--- config.mk ---
export PLATFORM = sky130hd
export DESIGN_NAME = x_top_mem_bridge
export DESIGN_NICKNAME = d
export VERILOG_FILES = /design/src/rtl/x_top_mem_bridge.sv
export SDC_FILE = /design/constraint.sdc
export NUM_CORES = 1
export LEC_CHECK = 0
export CELL_PAD_IN_SITES_DETAIL_PLACEMENT = 1
export CELL_PAD_IN_SITES_GLOBAL_PLACEMENT = 2
export CORE_UTILIZATION = 30
export DETAILED_ROUTE_END_ITERATION = 8
export PLACE_DENSITY = 0.71
export SLEW_MARGIN = 20
export SYNTH_ARGS = -nofsm -noshare
export SYNTH_HDL_FRONTEND = slang
export SYNTH_SLANG_ARGS = --single-unit
--- constraint.sdc ---
create_clock -name i_clk -period 16.1 [get_ports i_clk]
set_input_delay 3.22 -clock i_clk [delete_from_list [all_inputs] [get_ports i_clk]]
set_output_delay 3.22 -clock i_clk [all_outputs]
set_load 0.01 [all_outputs]
--- src/rtl/x_top_mem_bridge.sv ---
`timescale 1ns / 1ps
`default_nettype none
// +----------------------------------------------------------------------+
// | x_top_mem_bridge                                                     |
// | Memory request to byte-serial UART bridge with echo check, byte      |
// | strobes, configurable address/data width and an rx timeout.          |
// | Also holds the x_top_uart_tx / x_top_uart_rx 8N1 sub-blocks.         |
// | Revision: 1.0                                                        |
// +----------------------------------------------------------------------+

// 8N1 transmitter: accepts a byte whenever idle and shifts it out LSB first.
module x_top_uart_tx #(
  parameter int p_clk_hz = 1000000,
  parameter int p_baud   = 9600
) (
  input  logic       i_clk,
  input  logic       i_nrst,
  input  logic       i_valid,
  input  logic [7:0] i_data,
  output logic       o_accept,
  output logic       o_tx
);
  localparam int DIV = p_clk_hz / p_baud;
  localparam int CW  = (DIV > 1) ? $clog2(DIV) : 1;
  localparam logic [CW-1:0] BIT_LAST = CW'(DIV - 1);

  logic [9:0]    shreg;
  logic [3:0]    bits_left;
  logic [CW-1:0] baud_cnt;

  assign o_accept = i_valid && (bits_left == 4'd0);
  assign o_tx     = shreg[0];

  // Frame shifter; the register idles at all ones so the line rests high.
  always_ff @(posedge i_clk or negedge i_nrst) begin
    if (!i_nrst) begin
      shreg     <= '1;
      bits_left <= 4'd0;
      baud_cnt  <= '0;
    end else if (o_accept) begin
      shreg     <= {1'b1, i_data, 1'b0};
      bits_left <= 4'd10;
      baud_cnt  <= '0;
    end else if (bits_left != 4'd0) begin
      if (baud_cnt == BIT_LAST) begin
        baud_cnt  <= '0;
        shreg     <= {1'b1, shreg[9:1]};
        bits_left <= bits_left - 4'd1;
      end else begin
        baud_cnt <= baud_cnt + 1'b1;
      end
    end
  end
endmodule

// 8N1 receiver: synchronises the line, samples mid-bit, pulses o_valid on a good stop bit.
module x_top_uart_rx #(
  parameter int p_clk_hz = 1000000,
  parameter int p_baud   = 9600
) (
  input  logic       i_clk,
  input  logic       i_nrst,
  input  logic       i_rx,
  output logic       o_valid,
  output logic [7:0] o_data
);
  localparam int DIV = p_clk_hz / p_baud;
  localparam int CW  = (DIV > 1) ? $clog2(DIV) : 1;
  localparam logic [CW-1:0] BIT_LAST = CW'(DIV - 1);
  localparam logic [CW-1:0] HALF     = CW'(DIV / 2);

  logic [1:0]    sync;
  logic          active;
  logic [3:0]    bitn;
  logic [CW-1:0] cnt;
  logic [7:0]    shreg;
  wire           rxd = sync[1];

  assign o_data = shreg;

  // Start detection, mid-bit sampling and stop-bit validation.
  always_ff @(posedge i_clk or negedge i_nrst) begin
    if (!i_nrst) begin
      sync    <= 2'b11;
      active  <= 1'b0;
      bitn    <= 4'd0;
      cnt     <= '0;
      shreg   <= 8'h00;
      o_valid <= 1'b0;
    end else begin
      sync    <= {sync[0], i_rx};
      o_valid <= 1'b0;
      if (!active) begin
        if (!rxd) begin
          active <= 1'b1;
          cnt    <= HALF;
          bitn   <= 4'd0;
        end
      end else if (cnt != '0) begin
        cnt <= cnt - 1'b1;
      end else begin
        cnt <= BIT_LAST;
        if (bitn == 4'd0) begin
          // A start bit that has gone high again by mid-bit was a glitch.
          if (rxd) active <= 1'b0;
          else     bitn   <= 4'd1;
        end else if (bitn != 4'd9) begin
          shreg <= {rxd, shreg[7:1]};
          bitn  <= bitn + 4'd1;
        end else begin
          active  <= 1'b0;
          o_valid <= rxd;
        end
      end
    end
  end
endmodule

// Bridge top: request capture, byte sequencing, echo check and timeout.
module x_top_mem_bridge #(
  parameter int p_clk_hz     = 1000000,
  parameter int p_baud       = 9600,
  parameter int p_addr_bytes = 4,
  parameter int p_data_bytes = 4,
  parameter int p_timeout    = 100000
) (
  input  logic                      i_clk,
  input  logic                      i_rst,
  input  logic                      i_valid,
  input  logic                      i_rnw,
  input  logic [8*p_addr_bytes-1:0] i_addr,
  input  logic [8*p_data_bytes-1:0] i_data,
  input  logic [p_data_bytes-1:0]   i_strb,
  output logic                      o_accept,
  output logic                      o_error,
  output logic [8*p_data_bytes-1:0] o_data,
  output logic                      o_busy,
  input  logic                      i_rx,
  output logic                      o_tx
);
  localparam logic [3:0] IDLE  = 4'd0;
  localparam logic [3:0] CMD   = 4'd1;
  localparam logic [3:0] ADDR  = 4'd2;
  localparam logic [3:0] STRB  = 4'd3;
  localparam logic [3:0] WDATA = 4'd4;
  localparam logic [3:0] ECHO  = 4'd5;
  localparam logic [3:0] RDATA = 4'd6;
  localparam logic [3:0] RACK  = 4'd7;
  localparam logic [3:0] RESP  = 4'd8;

  localparam logic [1:0] ADDR_LAST = 2'(p_addr_bytes - 1);
  localparam logic [1:0] DATA_LAST = 2'(p_data_bytes - 1);
  localparam int TW = (p_timeout > 0) ? $clog2(p_timeout + 1) : 1;
  localparam logic [TW-1:0] TOUT_LAST = (p_timeout > 0) ? TW'(p_timeout - 1) : '0;

  logic [3:0]                state, phase;
  logic                      rnw_q, err;
  logic [8*p_addr_bytes-1:0] addr_q;
  logic [8*p_data_bytes-1:0] data_q, rbuf, data_out;
  logic [p_data_bytes-1:0]   strb_q;
  logic [1:0]                idx;
  logic [7:0]                last_byte, tx_byte, rx_data;
  logic [TW-1:0]             tcnt;
  logic                      tx_valid, tx_accept, rx_valid, timeout_hit;
  wire                       nrst = ~i_rst;

  assign o_accept    = (state == RESP);
  assign o_error     = (state == RESP) && err;
  assign o_busy      = (state != IDLE);
  assign o_data      = data_out;
  assign timeout_hit = (p_timeout != 0) && (tcnt == TOUT_LAST);

  x_top_uart_tx #(.p_clk_hz(p_clk_hz), .p_baud(p_baud)) u_tx (
    .i_clk(i_clk), .i_nrst(nrst), .i_valid(tx_valid), .i_data(tx_byte),
    .o_accept(tx_accept), .o_tx(o_tx)
  );

  x_top_uart_rx #(.p_clk_hz(p_clk_hz), .p_baud(p_baud)) u_rx (
    .i_clk(i_clk), .i_nrst(nrst), .i_rx(i_rx), .o_valid(rx_valid), .o_data(rx_data)
  );

  // Byte offered to the transmitter in each sending state.
  always_comb begin
    tx_valid = 1'b0;
    tx_byte  = 8'h00;
    case (state)
      CMD:   begin tx_valid = 1'b1; tx_byte = rnw_q ? 8'hF0 : 8'h0F; end
      ADDR:  begin tx_valid = 1'b1; tx_byte = addr_q[8*idx +: 8]; end
      STRB:  begin tx_valid = 1'b1; tx_byte = 8'(strb_q); end
      WDATA: begin tx_valid = 1'b1; tx_byte = data_q[8*idx +: 8]; end
      RACK:  begin tx_valid = 1'b1; tx_byte = 8'h00; end
      default: ;
    endcase
  end

  // Transaction sequencer; phase remembers which sending state an ECHO belongs to.
  always_ff @(posedge i_clk or posedge i_rst) begin
    if (i_rst) begin
      state     <= IDLE;
      phase     <= IDLE;
      rnw_q     <= 1'b0;
      err       <= 1'b0;
      addr_q    <= '0;
      data_q    <= '0;
      strb_q    <= '0;
      rbuf      <= '0;
      data_out  <= '0;
      idx       <= 2'd0;
      last_byte <= 8'h00;
      tcnt      <= '0;
    end else begin
      case (state)
        IDLE: if (i_valid) begin
          rnw_q  <= i_rnw;
          addr_q <= i_addr;
          data_q <= i_data;
          strb_q <= i_strb;
          err    <= 1'b0;
          idx    <= 2'd0;
          // A write that enables no lanes has nothing to send.
          state  <= (!i_rnw && (i_strb == '0)) ? RESP : CMD;
        end
        CMD, ADDR, STRB, WDATA: if (tx_accept) begin
          last_byte <= tx_byte;
          phase     <= state;
          tcnt      <= '0;
          state     <= ECHO;
        end
        ECHO: begin
          if (rx_valid) begin
            tcnt <= '0;
            if (rx_data != last_byte) begin
              err   <= 1'b1;
              state <= RESP;
            end else begin
              case (phase)
                CMD: begin idx <= 2'd0; state <= ADDR; end
                ADDR: if (idx == ADDR_LAST) begin
                  idx   <= 2'd0;
                  state <= rnw_q ? RDATA : STRB;
                end else begin
                  idx   <= idx + 2'd1;
                  state <= ADDR;
                end
                STRB: begin idx <= 2'd0; state <= WDATA; end
                default: if (idx == DATA_LAST) begin
                  state <= RESP;
                end else begin
                  idx   <= idx + 2'd1;
                  state <= WDATA;
                end
              endcase
            end
          end else if (timeout_hit) begin
            err   <= 1'b1;
            state <= RESP;
          end else begin
            tcnt <= tcnt + 1'b1;
          end
        end
        RDATA: begin
          if (rx_valid) begin
            rbuf[8*idx +: 8] <= rx_data;
            state            <= RACK;
          end else if (timeout_hit) begin
            err   <= 1'b1;
            state <= RESP;
          end else begin
            tcnt <= tcnt + 1'b1;
          end
        end
        RACK: if (tx_accept) begin
          if (idx == DATA_LAST) begin
            // Only a fully successful read reaches here, so publish the buffer now.
            data_out <= rbuf;
            state    <= RESP;
          end else begin
            idx   <= idx + 2'd1;
            tcnt  <= '0;
            state <= RDATA;
          end
        end
        RESP:    state <= IDLE;
        default: state <= IDLE;
      endcase
    end
  end
endmodule
`default_nettype wire

; ---- Word level (Yosys, flattened, before mapping)
; Cells that the tools add are included.
[classes]
n_bitwise = 2
n_shift = 4
multipliers = 0
add_sub_neg = 7
n_reduce_logical = 30
div_mod_pow = 0
eq_ne = 28
order_cmp = 0
n_mux = 66
[ops]
columns = operator, n
row1 = 17-bit two-way mux, 6
row2 = 4-bit two-way mux, 19
row3 = 17-bit one-hot mux with 4 select lines, 1
row4 = 32-bit by 6-bit indexed part select with 8-bit output, 2
row5 = 7-bit two-way mux, 6
row6 = 5-bit negator with 34-bit output, 1
row7 = "8-bit by 34-bit variable shift with 32-bit output, first input constant", 1
row8 = 8-bit by 34-bit indexed part select with 32-bit output, 1
row9 = 32-bit bitwise mux, 1
row10 = 8-bit one-hot mux with 4 select lines, 1
row11 = 10-bit two-way mux, 3
row12 = 4-bit one-hot mux with 5 select lines, 1
row13 = "2-bit != test, second input constant", 9
row14 = "17-bit by 1-bit adder with 17-bit output, second input constant", 1
row15 = "17-bit == test, second input constant", 1
row16 = "4-bit by 2-bit == test with 1-bit output, second input constant", 4
row17 = "4-bit by 3-bit == test with 1-bit output, second input constant", 4
row18 = 4-bit zero test, 4
row19 = 1-bit two-way mux, 15
row20 = 2-bit two-way mux, 6
row21 = 4-bit one-hot mux with 3 select lines, 1
row22 = 4-bit AND reduction, 3
row23 = 4-bit nonzero test, 3
row24 = 5-bit AND reduction, 2
row25 = 29 further kinds, 41
[word_totals]
ram_bits = 0
regBits = 213
latchBits = 0
out_inout_bits = 36
rom_bits = 0
in_bits = 73
wordCells = 158
memories = 0

; ---- Depth between registers and ports, before layout
[logic_depth]
word_depth = 6
mapped_depth = 10
ltp_nobuf = 7

; ---- Modules after synthesis
; A second synthesis with hierarchy kept.
[unflattened]
hier_cells = 915
area_unflattened_um2 = 10258.6
[modules_own_cells]
columns = module, area_each_um2, cells_each, n_inst
row1 = x_top_mem_bridge, 8061.5, 715, 1
row2 = x_top_uart_rx, 1142.3, 102, 1
row3 = x_top_uart_tx, 1054.8, 98, 1

; ---- Worst setup path before layout
; OpenSTA, ideal clock, no wires.
[synth_path]
kind = input to register
start = input port i_strb[1]
end = register state[0]
path_slack_ns = 11.630
path_buffers = 0
cell_stages = 5
required_time_ns = 15.967
arrival_ns = 4.337
cell_sequence = or4_1 > nor3_1 > o31ai_1 > o31ai_1 > a221oi_1
[synth_via]
elab_chain_cells = 5
[synth_rtl]
columns = element, line
row1 = "start, declared", 133  ; input logic [p_data_bytes-1:0] i_strb,
row2 = 4-bit zero test, 221  ; state <= (!i_rnw && (i_strb == '0)) ? RESP : CMD;
row3 = 1-bit logical AND, 221
row4 = 4-bit two-way mux, 221
row5 = 4-bit two-way mux, 213  ; IDLE: if (i_valid) begin
row6 = 4-bit one-hot mux with 5 select lines, 212  ; case (state)
row7 = "end signal, assigned", 221
row8 = "end signal, assigned", 240  ; state <= rnw_q ? RDATA : STRB;
row9 = "end, declared", 156  ; logic [3:0] state, phase;
; No other way between the ends. The select of a mux whose other input is x is not followed.
; A chain may end at the register's enable or synchronous reset.

; ---- Worst setup path after layout
[layout_path]
start = register state[1]
end = output port o_error
[layout_via]
elab_chain_cells = 2
[layout_rtl]
columns = element, line
row1 = 4-bit == test, 168  ; assign o_error = (state == RESP) && err;
row2 = 1-bit logical AND, 168
row3 = "end, declared", 135  ; output logic o_error,
; No other way between the ends.

==> results_tabular.tex <==
\begin{tabular}{lr}
\hline
Metric & Value \\
\hline
\multicolumn{2}{l}{\textbf{Outcome}} \\
Status & finished, final reports clean \\
\multicolumn{2}{l}{\textbf{Critical path}} \\
Setup slack of the worst register-to-register path & 12.98 ns \\
Launching element of the worst setup path & state[1] \\
Highest fanout seen on the critical path & 19 \\
Crit path cell chain & nor3\_1 -> and3\_1 -> clkdlybuf4s50\_1 \\
Startpoint of the lowest-slack register-to-register path & idx[0] \\
Number of buffers and inverters on the critical path & 1 \\
FF-to-FF End & rbuf[17] \\
CP Depth & 3 \\
Critical path's top delay family & simple AND/OR/NAND/NOR gates \\
Crit path to & o\_error \\
Delay contributed by the slowest stage of the critical path & 0.61 ns \\
Number of cell instances on the worst register-to-register path & 6 \\
Required @ worst endpoint & 12.88 ns \\
Arrival time worst endpoint & 2.47 ns \\
Slowest cell on the critical path & sky130\_fd\_sc\_hd\_\_dfrtp\_1 \\
Kind of start point of the critical path & flip-flop \\
Worst Setup End Kind & primary output \\
Critical path start-end classification & reg2out \\
\multicolumn{2}{l}{\textbf{Routing}} \\
Avg WL per Cell & 17.8 microns \\
Routed Antenna Nets & 0 \\
Remaining design rule violation count & 0 \\
First-pass iteration count of the detailed router & 4 \\
Number of design-rule violations left by the first detailed-router iteration & 378 \\
Routed wire length & 26.5 mm \\
Vias after detailed routing & 7496 \\
Post-DR vias/cell & 5.03 \\
\multicolumn{2}{l}{\textbf{Timing}} \\
Count of final max-slew check failures & 0 \\
RSZ-0062 raised after global routing & false \\
Final critical delay including setup and external delays & 5.69 ns \\
Final Hold Slack & 0.359 ns \\
Setup Skew & 0.0108 ns \\
Fmax & 176 MHz \\
Worst slew pin tran & 1.07 ns \\
Number of setup violations in the final report & 0 \\
Final cycle utilization of the critical path & 35.4\% \\
Setup Total Neg Slack & 0 ns \\
Slew margin rel. & 28.0\% \\
Fin. Hold Viols & 0 \\
\multicolumn{2}{l}{\textbf{Yosys}} \\
Post-Synthesis Cells & 931 \\
Number of synthesized flops with an enable pin & 0 \\
Sequential fraction of the synthesis area & 51.9\% \\
Fraction of post-synthesis cell area in the top cell type by area & 49.1\% \\
Number of distinct library cells after synthesis & 73 \\
Average cell area after synthesis & 11.0 sq um \\
Top cells by area in the synthesized netlist & sky130\_fd\_sc\_hd\_\_dfrtp\_1 49\%, sky130\_fd\_sc\_hd\_\_mux2\_2 12\%, sky130\_fd\_sc\_hd\_\_nand2\_1 4.1\%, sky130\_fd\_sc\_hd\_\_o21ai\_0 3.3\%, sky130\_fd\_sc\_hd\_\_dfstp\_2 2.8\% \\
Count of synthesis-stage warnings from yosys & 0 \\
Post-synth top flop & sky130\_fd\_sc\_hd\_\_dfrtp\_1 \\
Synth cell count leaders & 201 x sky130\_fd\_sc\_hd\_\_dfrtp\_1, 113 x sky130\_fd\_sc\_hd\_\_nand2\_1, 110 x sky130\_fd\_sc\_hd\_\_mux2\_2 \\
Post-synthesis sequential element count & 212 \\
Post-synthesis instance area & 0.0102 sq mm \\
Dominant cell type by area after synthesis & sky130\_fd\_sc\_hd\_\_dfrtp\_1 \\
Number of nets produced by synthesis & 1018 \\
Most repeated cell in the gate-level netlist after synthesis & sky130\_fd\_sc\_hd\_\_dfrtp\_1 \\
Post-synth ARST share & 100\% \\
\multicolumn{2}{l}{\textbf{Clock network}} \\
Number of H-tree levels & 1 \\
Max Buffers Root-to-Sink & 3 \\
Clock latency on the worst-skew pair & 0.52 ns \\
CTS resizes & 0 \\
Number of setup buffers added after CTS & 0 \\
CTS hold repair buffers & 0 \\
CTS tree & built \\
Clk slew on worst S/H paths & 0.05 ns \\
Root cell of the clock tree & sky130\_fd\_sc\_hd\_\_clkbuf\_16 \\
Clock buffer count from CTS & 26 \\
Clock Sinks & 212 \\
\multicolumn{2}{l}{\textbf{Floorplan}} \\
I/O pin count & 109 \\
Die span in x & 187 microns \\
Full die area & 0.0349 sq mm \\
Floorplan row count & 67 \\
Die span in y & 187 microns \\
Effective utilization at floorplan & 30.6\% \\
Placeable Area & 0.0335 sq mm \\
\multicolumn{2}{l}{\textbf{Final layout}} \\
Area of combinational cells with multiple inputs & 0.00464 sq mm \\
Layout cell share with drive strength beyond 1 & 18.4\% \\
Storage cell area & 0.00532 sq mm \\
Fillers & 3701 \\
Layout overhead on the synthesized area & 23.0\% \\
Non-Filler Instances & 1491 \\
Finished layout cell area & 0.0126 sq mm \\
Post-layout net count & 1113 \\
Final core utilization & 37.6\% \\
Inserted Diodes & 0 \\
\multicolumn{2}{l}{\textbf{Placed design}} \\
Post-placement cell count & 1446 \\
Cell Area, Placed & 0.0118 sq mm \\
Port-buffer cells & 108 \\
Weighted congestion reported at the end of routability-driven placement & 0.738 \\
HPWL Detailed & 18.4 mm \\
\multicolumn{2}{l}{\textbf{GRT}} \\
All-layer global routing usage & 15.5\% \\
Wire length of the first global-routing pass & 44.4 mm \\
Largest net degree at the start of global routing & 88 \\
Number of global-route vias before repair & 7994 \\
Antenna violations before repair & 0 \\
Overflow left after global routing & 0 \\
\multicolumn{2}{l}{\textbf{Worst hold path}} \\
Hold path depth & 0 \\
Class of the most critical hold timing path & reg2reg \\
\multicolumn{2}{l}{\textbf{Pwr}} \\
Static Leakage & 0.00508 uW \\
Max IR drop VDD & 0.0852 mV \\
Total power density per cell area & 140 mW/mm\^{}2 \\
\multicolumn{2}{l}{\textbf{Run}} \\
Reported max-cap violation count & 0 \\
\hline
\end{tabular}
sequential cells by signal (all words and copies together) (netlist names):
register,flops
u_tx.baud_cnt,7
addr_q,32
u_rx.bitn,4
phase,4
u_rx.cnt,7
strb_q,4
u_rx.o_valid,1
err,1
state,4
rbuf,32
o_data,32
u_tx.shreg,9
data_q,32
idx,2
u_rx.o_data,8
u_rx.sync,2
u_tx.bits_left,4
rnw_q,1
last_byte,8
u_rx.active,1
tcnt,17
worst reg2reg max path, cell delays in order, from the launching register on:
cell,delay [ns]
sky130_fd_sc_hd__dfrtp_1,0.92
sky130_fd_sc_hd__inv_1,0.44
sky130_fd_sc_hd__ha_1,0.43
sky130_fd_sc_hd__inv_1,0.09
sky130_fd_sc_hd__nor3_1,0.86
sky130_fd_sc_hd__nand2_1,0.13
sky130_fd_sc_hd__o21ai_0,0.17
stage by stage:
step           setup WS (ns)  total power [uW]
2_1_floorplan           7.10              1070
3_3_place_gp           10.14              1180
3_5_place_dp           10.11              1200
4_1_cts                10.35              1790
5_1_grt                10.21              1870
6_report               10.41              1760
layout by cell type, fill, tap and decap left out, types with 14 or more instances in the layout:
cell type / netlist / layout
sky130_fd_sc_hd__a211oi_1: 14 / 14
sky130_fd_sc_hd__a21oi_1: 31 / 31
sky130_fd_sc_hd__clkbuf_16: 0 / 27
sky130_fd_sc_hd__clkdlybuf4s50_1: 0 / 108
sky130_fd_sc_hd__dfrtp_1: 201 / 201
sky130_fd_sc_hd__ha_1: 14 / 14
sky130_fd_sc_hd__inv_1: 24 / 23
sky130_fd_sc_hd__mux2_2: 110 / 110
sky130_fd_sc_hd__mux2i_1: 27 / 27
sky130_fd_sc_hd__nand2_1: 113 / 113
sky130_fd_sc_hd__nand3_1: 15 / 15
sky130_fd_sc_hd__nor2_1: 48 / 46
sky130_fd_sc_hd__o21ai_0: 68 / 68
sky130_fd_sc_hd__xnor2_1: 14 / 14
final cells by class:
class / instances / share of cell area [%]
well taps: 448 / 4.45
multi-input cells: 646 / 36.8
inverters: 25 / 0.804
clock buffers: 39 / 6.11
clock inverters: 6 / 0.675
repair buffers: 115 / 8.99
flip-flops and latches: 212 / 42.2
cells by family after synthesis:
group	share of synthesized area [%]
and+or+nand+nor	14.0
muxes	16.0
AOI/OAI and AO/OA	12.0
adders and majority gates	1.71
xor gates and xnor gates	1.28
DFF	51.9
buffers and inverters	3.04
metal layers:
layer	up-vias	GRT usage [%]	share of wire, %
li1	3562	-	-
met1	3775	21.8	48
met2	129	25.6	47
met3	30	1.99	3.0
met4	0	2.90	1.5
met5	-	0	0
where the power goes:
group | switching (uW) | internal [uW]
clock | 220 | 360
sequential | 91.8 | 666
combinational | 204 | 221
worst min path at each step:
stage / end / from
3_5_place_dp: u_rx.sync[1] / u_rx.sync[0]
6_report: u_rx.sync[1] / u_rx.sync[0]
2_1_floorplan: u_rx.sync[1] / u_rx.sync[0]
4_1_cts: u_rx.sync[1] / u_rx.sync[0]
3_3_place_gp: u_rx.sync[1] / u_rx.sync[0]
5_1_grt: u_rx.sync[1] / u_rx.sync[0]
No activity file was read; power rests on OpenSTA's default activity.
